--- src/rtl/video_timing_gen_if.sv ---
// Raster timing and pixel bundle carried from video_timing_gen to the TMDS encoders.
interface video_timing_gen_if;
  logic        o_hs;
  logic        o_vs;
  logic        o_de;
  logic [11:0] o_x;
  logic [11:0] o_y;
  logic        o_sof;
  logic        o_eol;
  logic [7:0]  o_red;
  logic [7:0]  o_green;
  logic [7:0]  o_blue;

  modport master (
    output o_hs, o_vs, o_de, o_x, o_y, o_sof, o_eol, o_red, o_green, o_blue
  );

  modport slave (
    input o_hs, o_vs, o_de, o_x, o_y, o_sof, o_eol, o_red, o_green, o_blue
  );
endinterface

--- src/rtl/video_timing_gen.sv ---
// Parameterised raster timing generator with an 8-bar colour test pattern.
// All outputs are registered from the next (h,v) so sync, enable and pixels stay aligned.
module video_timing_gen #(
  parameter int   H_ACTIVE = 640,
  parameter int   H_FP     = 16,
  parameter int   H_SYNC   = 96,
  parameter int   H_BP     = 48,
  parameter int   V_ACTIVE = 480,
  parameter int   V_FP     = 10,
  parameter int   V_SYNC   = 2,
  parameter int   V_BP     = 33,
  parameter logic HS_POL   = 1'b0,
  parameter logic VS_POL   = 1'b0
) (
  input  logic               i_clk,
  input  logic               i_rst_n,
  input  logic               i_en,
  video_timing_gen_if.master vid
);

  localparam int H_TOTAL = H_ACTIVE + H_FP + H_SYNC + H_BP;
  localparam int V_TOTAL = V_ACTIVE + V_FP + V_SYNC + V_BP;
  localparam int unsigned BAR_W = H_ACTIVE / 8;

  localparam logic [11:0] H_A_END  = 12'(H_ACTIVE - 1);
  localparam logic [11:0] H_FP_END = 12'(H_ACTIVE + H_FP - 1);
  localparam logic [11:0] H_SY_END = 12'(H_ACTIVE + H_FP + H_SYNC - 1);
  localparam logic [11:0] H_LAST   = 12'(H_TOTAL - 1);
  localparam logic [11:0] V_A_END  = 12'(V_ACTIVE - 1);
  localparam logic [11:0] V_FP_END = 12'(V_ACTIVE + V_FP - 1);
  localparam logic [11:0] V_SY_END = 12'(V_ACTIVE + V_FP + V_SYNC - 1);
  localparam logic [11:0] V_LAST   = 12'(V_TOTAL - 1);
  localparam logic [11:0] V_ACT_N  = 12'(V_ACTIVE);

  typedef enum logic [1:0] {PH_ACTIVE, PH_FP, PH_SYNC, PH_BP} phase_t;

  phase_t      h_ph, v_ph, h_ph_n, v_ph_n;
  logic [11:0] h, v, h_n, v_n;
  logic        h_wrap;
  logic        de_n, hs_n, vs_n, sof_n, eol_n;
  logic [11:0] x_n, y_n;
  logic [2:0]  bar;
  logic [23:0] rgb_n;

  always_comb begin
    h_wrap = (h == H_LAST);
    h_n    = h_wrap ? '0 : h + 12'd1;
    v_n    = v;
    if (h_wrap) v_n = (v == V_LAST) ? '0 : v + 12'd1;

    // Phase transitions key off the current count so the next phase lines up with h_n/v_n.
    h_ph_n = h_ph;
    case (h_ph)
      PH_ACTIVE: if (h == H_A_END)  h_ph_n = PH_FP;
      PH_FP:     if (h == H_FP_END) h_ph_n = PH_SYNC;
      PH_SYNC:   if (h == H_SY_END) h_ph_n = PH_BP;
      default:   if (h_wrap)        h_ph_n = PH_ACTIVE;
    endcase

    v_ph_n = v_ph;
    if (h_wrap) begin
      case (v_ph)
        PH_ACTIVE: if (v == V_A_END)  v_ph_n = PH_FP;
        PH_FP:     if (v == V_FP_END) v_ph_n = PH_SYNC;
        PH_SYNC:   if (v == V_SY_END) v_ph_n = PH_BP;
        default:   if (v == V_LAST)   v_ph_n = PH_ACTIVE;
      endcase
    end

    de_n  = (h_ph_n == PH_ACTIVE) && (v_ph_n == PH_ACTIVE);
    hs_n  = (h_ph_n == PH_SYNC) ? HS_POL : ~HS_POL;
    vs_n  = (v_ph_n == PH_SYNC) ? VS_POL : ~VS_POL;
    x_n   = de_n ? h_n : '0;
    y_n   = de_n ? v_n : '0;
    sof_n = (h_n == '0) && (v_n == '0);
    eol_n = (h_n == H_A_END) && (v_n < V_ACT_N);

    // Bar index by threshold compare: equivalent to x_n / BAR_W without a divider.
    bar = '0;
    for (int unsigned k = 1; k < 8; k++) begin
      if (x_n >= 12'(k * BAR_W)) bar = 3'(k);
    end

    case (bar)
      3'd0:    rgb_n = 24'hFFFFFF;
      3'd1:    rgb_n = 24'hFFFF00;
      3'd2:    rgb_n = 24'h00FFFF;
      3'd3:    rgb_n = 24'h00FF00;
      3'd4:    rgb_n = 24'hFF00FF;
      3'd5:    rgb_n = 24'hFF0000;
      3'd6:    rgb_n = 24'h0000FF;
      default: rgb_n = 24'h000000;
    endcase
    if (!de_n) rgb_n = '0;
  end

  always_ff @(posedge i_clk or negedge i_rst_n) begin
    if (!i_rst_n) begin
      h           <= H_LAST;
      v           <= V_LAST;
      h_ph        <= PH_BP;
      v_ph        <= PH_BP;
      vid.o_hs    <= ~HS_POL;
      vid.o_vs    <= ~VS_POL;
      vid.o_de    <= 1'b0;
      vid.o_x     <= '0;
      vid.o_y     <= '0;
      vid.o_sof   <= 1'b0;
      vid.o_eol   <= 1'b0;
      vid.o_red   <= '0;
      vid.o_green <= '0;
      vid.o_blue  <= '0;
    end else if (i_en) begin
      h           <= h_n;
      v           <= v_n;
      h_ph        <= h_ph_n;
      v_ph        <= v_ph_n;
      vid.o_hs    <= hs_n;
      vid.o_vs    <= vs_n;
      vid.o_de    <= de_n;
      vid.o_x     <= x_n;
      vid.o_y     <= y_n;
      vid.o_sof   <= sof_n;
      vid.o_eol   <= eol_n;
      vid.o_red   <= rgb_n[23:16];
      vid.o_green <= rgb_n[15:8];
      vid.o_blue  <= rgb_n[7:0];
    end
  end

endmodule

--- src/flat_wrapper.sv ---
// flat-port wrapper written by rule: the top's interface ports become plain ports
module video_timing_gen_flat 
#(
  parameter int   H_ACTIVE = 640,
  parameter int   H_FP     = 16,
  parameter int   H_SYNC   = 96,
  parameter int   H_BP     = 48,
  parameter int   V_ACTIVE = 480,
  parameter int   V_FP     = 10,
  parameter int   V_SYNC   = 2,
  parameter int   V_BP     = 33,
  parameter logic HS_POL   = 1'b0,
  parameter logic VS_POL   = 1'b0
)
  (i_clk, i_rst_n, i_en, vid_o_hs, vid_o_vs, vid_o_de, vid_o_x, vid_o_y, vid_o_sof, vid_o_eol, vid_o_red, vid_o_green, vid_o_blue);
  video_timing_gen_if vid_i ();
  input  logic i_clk;
  input  logic i_rst_n;
  input  logic i_en;
  output wire logic [$bits(vid_i.o_hs)-1:0] vid_o_hs;
  output wire logic [$bits(vid_i.o_vs)-1:0] vid_o_vs;
  output wire logic [$bits(vid_i.o_de)-1:0] vid_o_de;
  output wire logic [$bits(vid_i.o_x)-1:0] vid_o_x;
  output wire logic [$bits(vid_i.o_y)-1:0] vid_o_y;
  output wire logic [$bits(vid_i.o_sof)-1:0] vid_o_sof;
  output wire logic [$bits(vid_i.o_eol)-1:0] vid_o_eol;
  output wire logic [$bits(vid_i.o_red)-1:0] vid_o_red;
  output wire logic [$bits(vid_i.o_green)-1:0] vid_o_green;
  output wire logic [$bits(vid_i.o_blue)-1:0] vid_o_blue;
  assign vid_o_hs = vid_i.o_hs;
  assign vid_o_vs = vid_i.o_vs;
  assign vid_o_de = vid_i.o_de;
  assign vid_o_x = vid_i.o_x;
  assign vid_o_y = vid_i.o_y;
  assign vid_o_sof = vid_i.o_sof;
  assign vid_o_eol = vid_i.o_eol;
  assign vid_o_red = vid_i.o_red;
  assign vid_o_green = vid_i.o_green;
  assign vid_o_blue = vid_i.o_blue;
  video_timing_gen #(.H_ACTIVE(H_ACTIVE), .H_FP(H_FP), .H_SYNC(H_SYNC), .H_BP(H_BP), .V_ACTIVE(V_ACTIVE), .V_FP(V_FP), .V_SYNC(V_SYNC), .V_BP(V_BP), .HS_POL(HS_POL), .VS_POL(VS_POL)) u_core (.i_clk(i_clk), .i_rst_n(i_rst_n), .i_en(i_en), .vid(vid_i));
endmodule
--- config.mk ---
export PLATFORM = sky130hd
export DESIGN_NAME = video_timing_gen_flat
export DESIGN_NICKNAME = d
export VERILOG_FILES = /design/src/rtl/video_timing_gen_if.sv /design/src/rtl/video_timing_gen.sv /design/src/flat_wrapper.sv
export SDC_FILE = /design/constraint.sdc
export NUM_CORES = 1
export LEC_CHECK = 0
export CORE_AREA = 2 2 85 87
export DETAILED_ROUTE_END_ITERATION = 12
export DIE_AREA = 0 0 87 89
export PLACE_DENSITY = 0.9
export SYNTH_ARGS = -nofsm -noshare
export SYNTH_HDL_FRONTEND = slang
export SYNTH_SLANG_ARGS = --single-unit
--- constraint.sdc ---
create_clock -name i_clk -period 3.03 [get_ports i_clk]
set_clock_uncertainty 0.05 [all_clocks]
set_input_delay 0.606 -clock i_clk [delete_from_list [all_inputs] [get_ports i_clk]]
set_output_delay 0.606 -clock i_clk [all_outputs]
set_load 0.005 [all_outputs]
# == After elaboration in Yosys (flattened, before gate mapping) ==
# Index checks and enable logic that the tools add are counted.
# word_totals
word_cells,82
regBits,81
# classes
n_eq_ne,21
reduce_logical,10
n_lt_le_gt_ge,8
add_sub_neg,2
n_mux,27
# op_table
operator,count
24-bit one-hot mux with 7 select lines,1
"12-bit by 10-bit equality test with 1-bit output, second input constant",6
12-bit two-way mux,5
"12-bit by 9-bit equality test with 1-bit output, second input constant",3
"12-bit by 9-bit >= comparator with 1-bit output, second input constant",3
"12-bit by 1-bit adder with 12-bit output, second input constant",2
"12-bit by 8-bit >= comparator with 1-bit output, second input constant",2
12-bit logical NOT,2
24-bit two-way mux,1
2-bit two-way mux,11
"12-bit by 10-bit >= comparator with 1-bit output, second input constant",1
"12-bit by 7-bit >= comparator with 1-bit output, second input constant",1
"12-bit by 9-bit less-than comparator with 1-bit output, second input constant",1
3-bit two-way mux,4
2-bit one-hot mux with 3 select lines,2
"3-bit equality test, second input constant",3
"2-bit equality test, second input constant",4
2-bit logical NOT,4
"3-bit by 2-bit equality test with 1-bit output, second input constant",2
"2-bit by 1-bit equality test with 1-bit output, second input constant",2
"3-bit by 1-bit equality test with 1-bit output, second input constant",1
1-bit logical AND,3
3-bit logical NOT,1
1-bit two-way mux,3

# == Logic depth before layout (Yosys ltp) ==
# Gate-level depths: netlist of the first run.
# logic_depth
ltp_word,18
depth_mapped,11
ltp_nobuf,9

# == Least setup slack after synthesis of the first run ==
# No wires, ideal clock.
# synth_path
path_type,register to register
startpoint,register u_core.h[0]
endpoint,register u_core.vid.o_sof
synth_period_minus_slack_ns,2.650
path_stages_with_launch,10
setup_time_ns,0.066
t_arrival_ns,2.535
slack_ns,0.380
path_cell_list,dfstp_2 > ha_1 > and4_1 > buf_2 > nand3_1 > nor4_1 > nand3_1 > xnor2_1 > nor4_1 > a31o_1
# synth_via
elab_chain_cells,4
elab_cells_between_ends,7
classes_between,add/sub: 1; eq/ne: 1; mux: 2; reduce/logical: 3
# synth_lines
item,line_no,source
"start, declared",video_timing_gen.sv:38,"logic [11:0] h, v, h_n, v_n;"
"start signal, assigned",video_timing_gen.sv:114,h <= h_n;
12-bit by 1-bit adder with 12-bit output or 12-bit by 10-bit equality test with 1-bit output (tied branches),"video_timing_gen.sv:47, video_timing_gen.sv:46",
12-bit two-way mux (on tied branches),"video_timing_gen.sv:47, video_timing_gen.sv:49",
12-bit logical NOT,video_timing_gen.sv:75,sof_n = (h_n == '0) && (v_n == '0);
1-bit logical AND (*),video_timing_gen.sv:75,
"end signal, assigned",video_timing_gen.sv:123,vid.o_sof <= sof_n;
"end, declared",video_timing_gen_if.sv:15,"output o_hs, o_vs, o_de, o_x, o_y, o_sof, o_eol, o_red, o_green, o_blue"
# Every way passes the cells marked *; elsewhere a longest branch is shown, timed or not.
# A chain may end at the register's enable or synchronous reset.

# == Worst setup path after layout of the first run ==
# Ends and elaborated chain as after synthesis.

==> metrics.md, run 1 <==
| Metric | Value |
|---|---|
| Crit Path Class | `flop to flop` |
| Syn_area_per_cell | `9.435 µm²` |
| Initial antenna violation count | `0` |
| Cell mode on critical path | `and4_1` |
| TritonCTS Sinks | `60` |
| Number of flops mapped to enable cells by yosys | `0` |
| Synthesis-to-finish area growth | `21.61%` |
| Ys flop type | `dfrtp_1` |
| Synth area leader | `dfrtp_1` |
| DRT Pass-1 Iters | `5` |
| Starting Density | `53.50%` |
| Vias per cell | `5.949` |
| Post-layout util | `65.07%` |
| Yosys warns | `0` |
| Top-area cell type share of the netlist area | `30.63%` |
| Number of cells on the critical path | `9` |
| Fraction of layout cells with a size suffix above 1 | `17.51%` |
| Placement Setup Slack | `0.1186 ns` |
| Part of the cycle the worst path needs | `92.97%` |
| Wire per inst | `17.04 µm` |
| Row Count | `30` |
| Port buffer count | `55` |
| Final setup fails | `0` |
| Worst-Margin Slew | `0.7433 ns` |
| CP endpoint kind | `flop` |
| Cell family with most CP delay | `simple AND/OR/NAND/NOR gates` |
| Fmax achieved | `0.3550 GHz` |
| Via count of the first global-routing pass | `2928` |
| FF-to-FF setup slack | `0.21 ns` |
| Inserted Clock Buffers | `9` |
| Pwr dens | `490.7 mW/mm²` |
| Final Hold Violating Endpoints | `0` |
| Minimum clock period after layout | `2.817 ns` |
| CORE AREA | `0.006719 mm²` |
| Post-synthesis net count | `389` |
| Dpl hpwl | `6.324 mm` |
| CTS Hold Bufs | `0` |
| Clk_lat worst skew | `0.35 ns` |
| FF-to-FF End | `u_core.vid.o_sof$_DFFE_PN0P_` |
| Crit path DAT | `3.06 ns` |
| Crit path max fanout | `6` |
| Synth area leaders | `dfrtp_1 (31%), dfstp_2 (12%), nand2_1 (5.7%), o2bb2ai_1 (4.9%), xnor2_1 (4.9%)` |
| CP Launch Point | `u_core.h[0]$_DFFE_PN1P_` |
| Max VDD drop | `0.2772 mV` |
| Leak | `0.001779 µW` |
| Clk pin slew, worst setup/hold paths | `0.07 ns` |
| Remaining Overflow, GRT | `0` |
| Slowest CP cell | `dfstp_2` |
| Chip Height | `89 µm` |
| Max-slew violations | `0` |
| Remaining antenna violation count after routing | `0` |
| Startpoint Class | `flop` |
| CP peak stage delay | `0.57 ns` |
| Distinct cells, synth | `66` |
| ANT cells | `0` |
| Post-Route WL | `8.759 mm` |
| Largest net degree at the start of global routing | `61` |
| Die X | `87 µm` |
| Hold Path Class | `input port to asynchronous set/reset pin` |
| Cells after Synth | `381` |
| Drt initial violations | `217` |
| FF-to-FF path depth | `9` |
| CTS tree | `built` |
| Htree depth | `3` |
| Nets@finish | `437` |
| GP Congestion | `0.9877` |
| Crit path buf inv count | `1` |
| Req. time, crit path | `3.27 ns` |
| Synthesized flop and latch total | `60` |
| Vias | `3058` |
| Max_cap viols | `0` |
| CP Cell Sequence | `ha_1, and4_1, buf_4, and4_1, nand4_1, a2111oi_2, nand4b_1, nor4_1, a31o_1` |
| Final setup margin | `0.2130 ns` |
| All-Layer GR Usage | `24.51%` |
| Reg2reg start | `u_core.h[0]$_DFFE_PN1P_` |
| Mapped Area | `0.003595 mm²` |
| Root buf cell | `clkbuf_8` |
| Clk buf depth | `2` |
| Status | `finished, final reports clean` |
| Worst setup path endpoint | `u_core.vid.o_sof$_DFFE_PN0P_` |
| I/O pin cnt | `56` |
| Rel. slew slack | `50.45%` |
| Ys async rst share | `100.0%` |
| DIE AREA | `0.007743 mm²` |
| Sequential cell area fraction in the yosys report | `42.33%` |
| DRC Markers | `0` |
| First-pass GRT wire length | `14.42 mm` |
## routing by layer
layer | part of all wire, % | routed length (µm) | global-route usage (%) | vias to the layer above
li1 | - | - | - | 1448
met1 | 47 | 4112 | 33.27 | 1477
met2 | 46 | 3988 | 38.58 | 120
met3 | 5.8 | 510 | 6.094 | 13
met4 | 1.7 | 148 | 8.381 | 0
met5 | 0 | 0 | 0 | -
## cells in the mapped netlist, types with 3 or more instances
master / n
nand2_1: 55
dfrtp_1: 44
buf_4: 23
o2bb2ai_1: 20
xnor2_1: 20
o21ai_0: 19
dfstp_2: 16
inv_1: 16
a21oi_1: 15
nor2_1: 14
nand3_1: 12
clkbuf_1: 11
xor2_1: 9
nand4_1: 8
nor3_1: 7
nor4_1: 7
buf_2: 6
ha_1: 5
or3_1: 5
and3_1: 4
or4_1: 4
o31ai_1: 3
o41ai_2: 3
## report_power, final
part | internal, µW | total (µW) | switching [µW]
sequential | 891 | 974 | 83.4
combinational | 169 | 445 | 276
clock | 400 | 726 | 326
## worst register-to-register path: cells and delay by family (launching register included)
family | cells | cell delay [ns]
AO/OA/AOI/OAI | 2 | 0.60
flip-flops | 1 | 0.57
adder cells (fa/ha/maj) | 1 | 0.27
buffers and inverters | 1 | 0.16
AND/OR/NAND/NOR | 5 | 1.10
## layout by cell type (no fill, tap or decap), types with 2 or more instances in the layout
| master | n |
|---|---|
| inv_1 | 16 |
| and3_1 | 4 |
| o211ai_1 | 2 |
| a2bb2oi_1 | 2 |
| xnor2_1 | 20 |
| and4_1 | 2 |
| o2bb2ai_1 | 20 |
| or4_1 | 4 |
| nand3b_1 | 2 |
| nor2b_1 | 2 |
| o21ai_0 | 19 |
| dfrtp_1 | 44 |
| a21oi_1 | 15 |
| ha_1 | 5 |
| nor3_1 | 7 |
| clkbuf_8 | 10 |
| clkinv_2 | 2 |
| nand4_1 | 8 |
| o41ai_1 | 2 |
| xor2_1 | 9 |
| buf_2 | 2 |
| a32oi_1 | 2 |
| a21o_1 | 2 |
| nor4_1 | 7 |
| clkdlybuf4s50_1 | 53 |
| o31ai_1 | 3 |
| nand3_1 | 12 |
| o41ai_2 | 3 |
| nor2_1 | 14 |
| clkinvlp_4 | 2 |
| dfstp_2 | 16 |
| o32ai_1 | 2 |
| or3_1 | 5 |
| nand2b_1 | 2 |
| nand2_1 | 55 |
| buf_4 | 25 |
## per-stage QoR
step | power (µW) | instances | setup TNS (ns) | instance area (µm²) | hold WS (ns)
after floorplan | 1278 | 381 | 0 | 3595 | 0.2604
after detailed placement | 1418 | 496 | 0 | 4138 | 0.4229
after global routing | 2260 | 514 | -0.03378 | 4372 | 0.4182
final | 2145 | 514 | 0 | 4372 | 0.3394
after global placement | 1403 | 496 | 0 | 4138 | 0.4181
after CTS | 2149 | 512 | 0 | 4339 | 0.3649
## worst min path at each step
stage                             startpoint                       endpoint  slack, ns  cells after the start
3_5_place_dp   u_core.vid.o_x[4]$_DFFE_PN0P_  u_core.vid.o_x[4]$_DFFE_PN0P_       0.42                      1
4_1_cts                              i_rst_n  u_core.vid.o_y[6]$_DFFE_PN0P_       0.36                      2
6_report                             i_rst_n  u_core.vid.o_y[6]$_DFFE_PN0P_       0.34                      2
5_1_grt                              i_rst_n  u_core.vid.o_y[6]$_DFFE_PN0P_       0.42                      2
3_3_place_gp   u_core.vid.o_y[9]$_DFFE_PN0P_  u_core.vid.o_y[9]$_DFFE_PN0P_       0.42                      2
2_1_floorplan                        i_rst_n       u_core.h[10]$_DFFE_PN0P_       0.26                      0
## cell families (layout without fill, tap and decap cells)
family,Yosys count,after routing,share of synthesized area [%]
flops,60,60,42.33
buf+inv,60,113,9.293
compound gates,87,87,17.96
mux,1,1,0.2785
xor+xnor,30,30,7.519
fa+ha+maj,6,6,2.019
simple gates,137,137,20.61
## sequential cells by signal (all words and copies together), names as in the netlist, 2 cells and up
| signal | cells |
|---|---|
| u_core.vid.o_x | 12 |
| u_core.v_ph | 2 |
| u_core.vid.o_y | 12 |
| u_core.h | 12 |
| u_core.v | 12 |
| u_core.h_ph | 2 |
## cell type report
class / count / area [µm²]
fillers: 516 / 2347
well taps: 80 / 100.1
clock buffers: 10 / 137.6
multi-input cells: 261 / 1757
repair buffers: 80 / 728.2
flip-flops and latches: 60 / 1521
clock inverters: 6 / 63.81
inverters: 17 / 63.81
## timing repair
item | 4_1_cts | 5_1_grt
endpoints found under the hold margin | 0 | 0
gates resized for setup | 0 | 3
setup endpoints to repair | 0 | 21
buffers inserted | 0 | 2
No activity file was read; power rests on OpenSTA's default activity.
==> run 2, diff against run 1 <==
CORE_AREA = 2 2 81 83   (was 2 2 85 87)
DIE_AREA = 0 0 83 85   (was 0 0 87 89)
DONT_BUFFER_PORTS = 1   (was default)
GPL_TIMING_DRIVEN = 0   (was default)
PLACE_DENSITY = 0.83   (was 0.9)
==> metrics.md, run 2 (synthesized netlist as in run 1, its figures left out) <==
| Metric | Value |
|---|---|
| Status | `finished, final reports clean (unchanged)` |
| GP Congestion | `0.9514 (was 0.9877)` |
| First-pass GRT wire length | `14.84 mm (was 14.42 mm)` |
| Startpoint Class | `flop (unchanged)` |
| Max_cap viols | `0 (unchanged)` |
| CP endpoint kind | `flop (unchanged)` |
| Clk_lat worst skew | `0.35 ns (about the same)` |
| Inserted Clock Buffers | `9 (unchanged)` |
| CORE AREA | `0.006205 mm² (was 0.006719 mm²)` |
| Root buf cell | `clkbuf_8 (unchanged)` |
| Via count of the first global-routing pass | `2922 (was 2928)` |
| Hold_ws | `0.03775 ns (was 0.3394 ns)` |
| ANT cells | `0 (unchanged)` |
| Fraction of layout cells with a size suffix above 1 | `22.36% (was 17.51%)` |
| Commonest non-fill, non-tap cell in the layout | `nand2_1 (unchanged)` |
| Wire per inst | `19.36 µm (was 17.04 µm)` |
| Fillers | `482 (was 516)` |
| DRT Pass-1 Iters | `5 (unchanged)` |
| Post-layout util | `64.91% (was 65.07%)` |
| Initial antenna violation count | `0 (unchanged)` |
| Htree depth | `3 (unchanged)` |
| GR Util met3 | `7.685% (was 6.094%)` |
| Reg2reg start | `u_core.h[0]$_DFFE_PN1P_ (unchanged)` |
| Leak | `0.001701 µW (was 0.001779 µW)` |
| Remaining Overflow, GRT | `0 (unchanged)` |
| Crit path DAT | `3.06 ns (about the same)` |
| Nets@finish | `401 (was 437)` |
| Reg area | `0.001521 mm² (unchanged)` |
| Post-Route WL | `9.194 mm (was 8.759 mm)` |
| Switching pwr | `701.1 µW (was 685.9 µW)` |
| Setup_tns | `0 ns (unchanged)` |
| Vias | `2995 (was 3058)` |
| DIE AREA | `0.007055 mm² (was 0.007743 mm²)` |
| GRT met1 Usage | `36.40% (was 33.27%)` |
| Dpl hpwl | `6.308 mm (was 6.324 mm)` |
| CTS tree | `built (unchanged)` |
| Minimum clock period after layout | `2.878 ns (was 2.817 ns)` |
| Clk buf depth | `2 (unchanged)` |
| Worst-Margin Slew | `0.6566 ns (was 0.7433 ns)` |
| Setup bufs post-CTS | `0 (unchanged)` |
| Grt peak-use layer | `met2 (unchanged)` |
| Req. time, crit path | `3.21 ns (was 3.27 ns)` |
| DRC Markers | `0 (unchanged)` |
| Part of the cycle the worst path needs | `94.98% (was 92.97%)` |
| Hold Path Class | `input port to asynchronous set/reset pin (unchanged)` |
| Chip Height | `85 µm (was 89 µm)` |
| CP Launch Point | `u_core.h[0]$_DFFE_PN1P_ (unchanged)` |
| I/O pin cnt | `56 (unchanged)` |
| Placed standard-cell area | `0.003691 mm² (was 0.004138 mm²)` |
| Remaining antenna violation count after routing | `0 (unchanged)` |
| FF-to-FF path depth | `9 (unchanged)` |
| Clock share of power | `38.8% (was 33.8%)` |
| Int Pwr | `1624 µW (was 1460 µW)` |
| Port buffer count | `0 (was 55)` |
| All-Layer GR Usage | `26.95% (was 24.51%)` |
| Synthesis-to-finish area growth | `12.04% (was 21.61%)` |
| Pwr dens | `577.2 mW/mm² (was 490.7 mW/mm²)` |
| Die X | `83 µm (was 87 µm)` |
| Final Hold Violating Endpoints | `0 (unchanged)` |
| Crit path max fanout | `10 (was 6)` |
| Sw Share | `30.16% (was 31.97%)` |
| Clk pin slew, worst setup/hold paths | `0.08 ns (was 0.07 ns)` |
| Row Count | `29 (was 30)` |
| Met2 Track Usage GR | `40.69% (was 38.58%)` |
| Most frequent cells in the layout | `nand2_1 (55), dfrtp_1 (44), buf_4 (23), o2bb2ai_1 (20) (was nand2_1 (55), clkdlybuf4s50_1 (53), dfrtp_1 (44), buf_4 (25))` |
| Rel. slew slack | `55.66% (was 50.45%)` |
| Drt initial violations | `252 (was 217)` |
| Crit Path Class | `flop to flop (unchanged)` |
| Final setup fails | `0 (unchanged)` |
| Sequential power share | `40.8% (was 45.4%)` |
| Post-route cell area | `0.004028 mm² (was 0.004372 mm²)` |
| Comb pwr share | `20.3% (was 20.8%)` |
| Vias per cell | `6.305 (was 5.949)` |
| Max VDD drop | `0.3119 mV (was 0.2772 mV)` |
| Footprint of the multi-input gates | `0.001804 mm² (was 0.001757 mm²)` |
| Fmax achieved | `0.3475 GHz (was 0.3550 GHz)` |
| Starting Density | `57.94% (was 53.50%)` |
| TritonCTS Sinks | `60 (unchanged)` |
| Max-slew violations | `0 (unchanged)` |
| Largest net degree at the start of global routing | `45 (was 61)` |
-- run 2: layout make-up --
class | count | area share (%)
Buffer | 43 | 6.772
Clock inverter | 6 | 2.765
Sequential cell | 60 | 37.78
Multi-Input combinational cell | 261 | 44.80
Timing Repair Buffer | 1 | 0.4970
Clock buffer | 10 | 3.417
Tap cell | 77 | 2.392
Inverter | 17 | 1.584
-- run 2: path summary, 6_finish.rpt --
| kind | to | slack, ns |
|---|---|---|
| max | u_core.vid.o_y[5]$_DFFE_PN0P_ | 0.15 |
| min | u_core.h[8]$_DFFE_PN1P_ | 0.04 |
| max reg2reg | u_core.vid.o_y[5]$_DFFE_PN0P_ | 0.15 |
| min reg2reg | u_core.vid.o_vs$_DFFE_PN1P_ | 0.46 |
| max in group asynchronous | u_core.vid.o_sof$_DFFE_PN0P_ | 2.67 |
| min in group i_clk | u_core.vid.o_vs$_DFFE_PN1P_ | 0.46 |
-- run 2: power groups by stage --
stage / Combinational, µW / Sequential [µW] / Clock (µW)
floorplan: 339 / 939 / 0
global placement: 422 / 951 / 0
detailed placement: 429 / 956 / 0
CTS: 451 / 943 / 919
global route: 519 / 954 / 958
finish: 472 / 949 / 903
-- run 2: what timing repair did --
action,CTS,global route
endpoints found under the setup margin,3,30
endpoints found under the hold margin,44,0
hold buffers,1,0
resized for setup,1,12
-- run 2: worst max-delay path, stage by stage (launching register included) --
cell	delay, ns
dfstp_2	0.58
ha_2	0.25
nand3_1	0.17
nand3b_1	0.23
or4_1	0.52
o21a_1	0.11
a31oi_1	0.25
nand4b_4	0.31
buf_6	0.20
o2bb2ai_1	0.09
-- run 2: routing by layer --
layer / up-vias / share of wire, %
met5: - / 0
met4: 0 / 1.8
met3: 20 / 9.1
met2: 170 / 47
met1: 1427 / 42
li1: 1378 / -
-- run 2: through the flow --
stage,cells,power [µW],setup slack [ns]
finish,475,2325,0.1520
global route,475,2431,-0.01277
CTS,475,2312,0.005258
detailed placement,458,1386,-0.1897
global placement,458,1373,-0.07207
floorplan,381,1278,0.3795
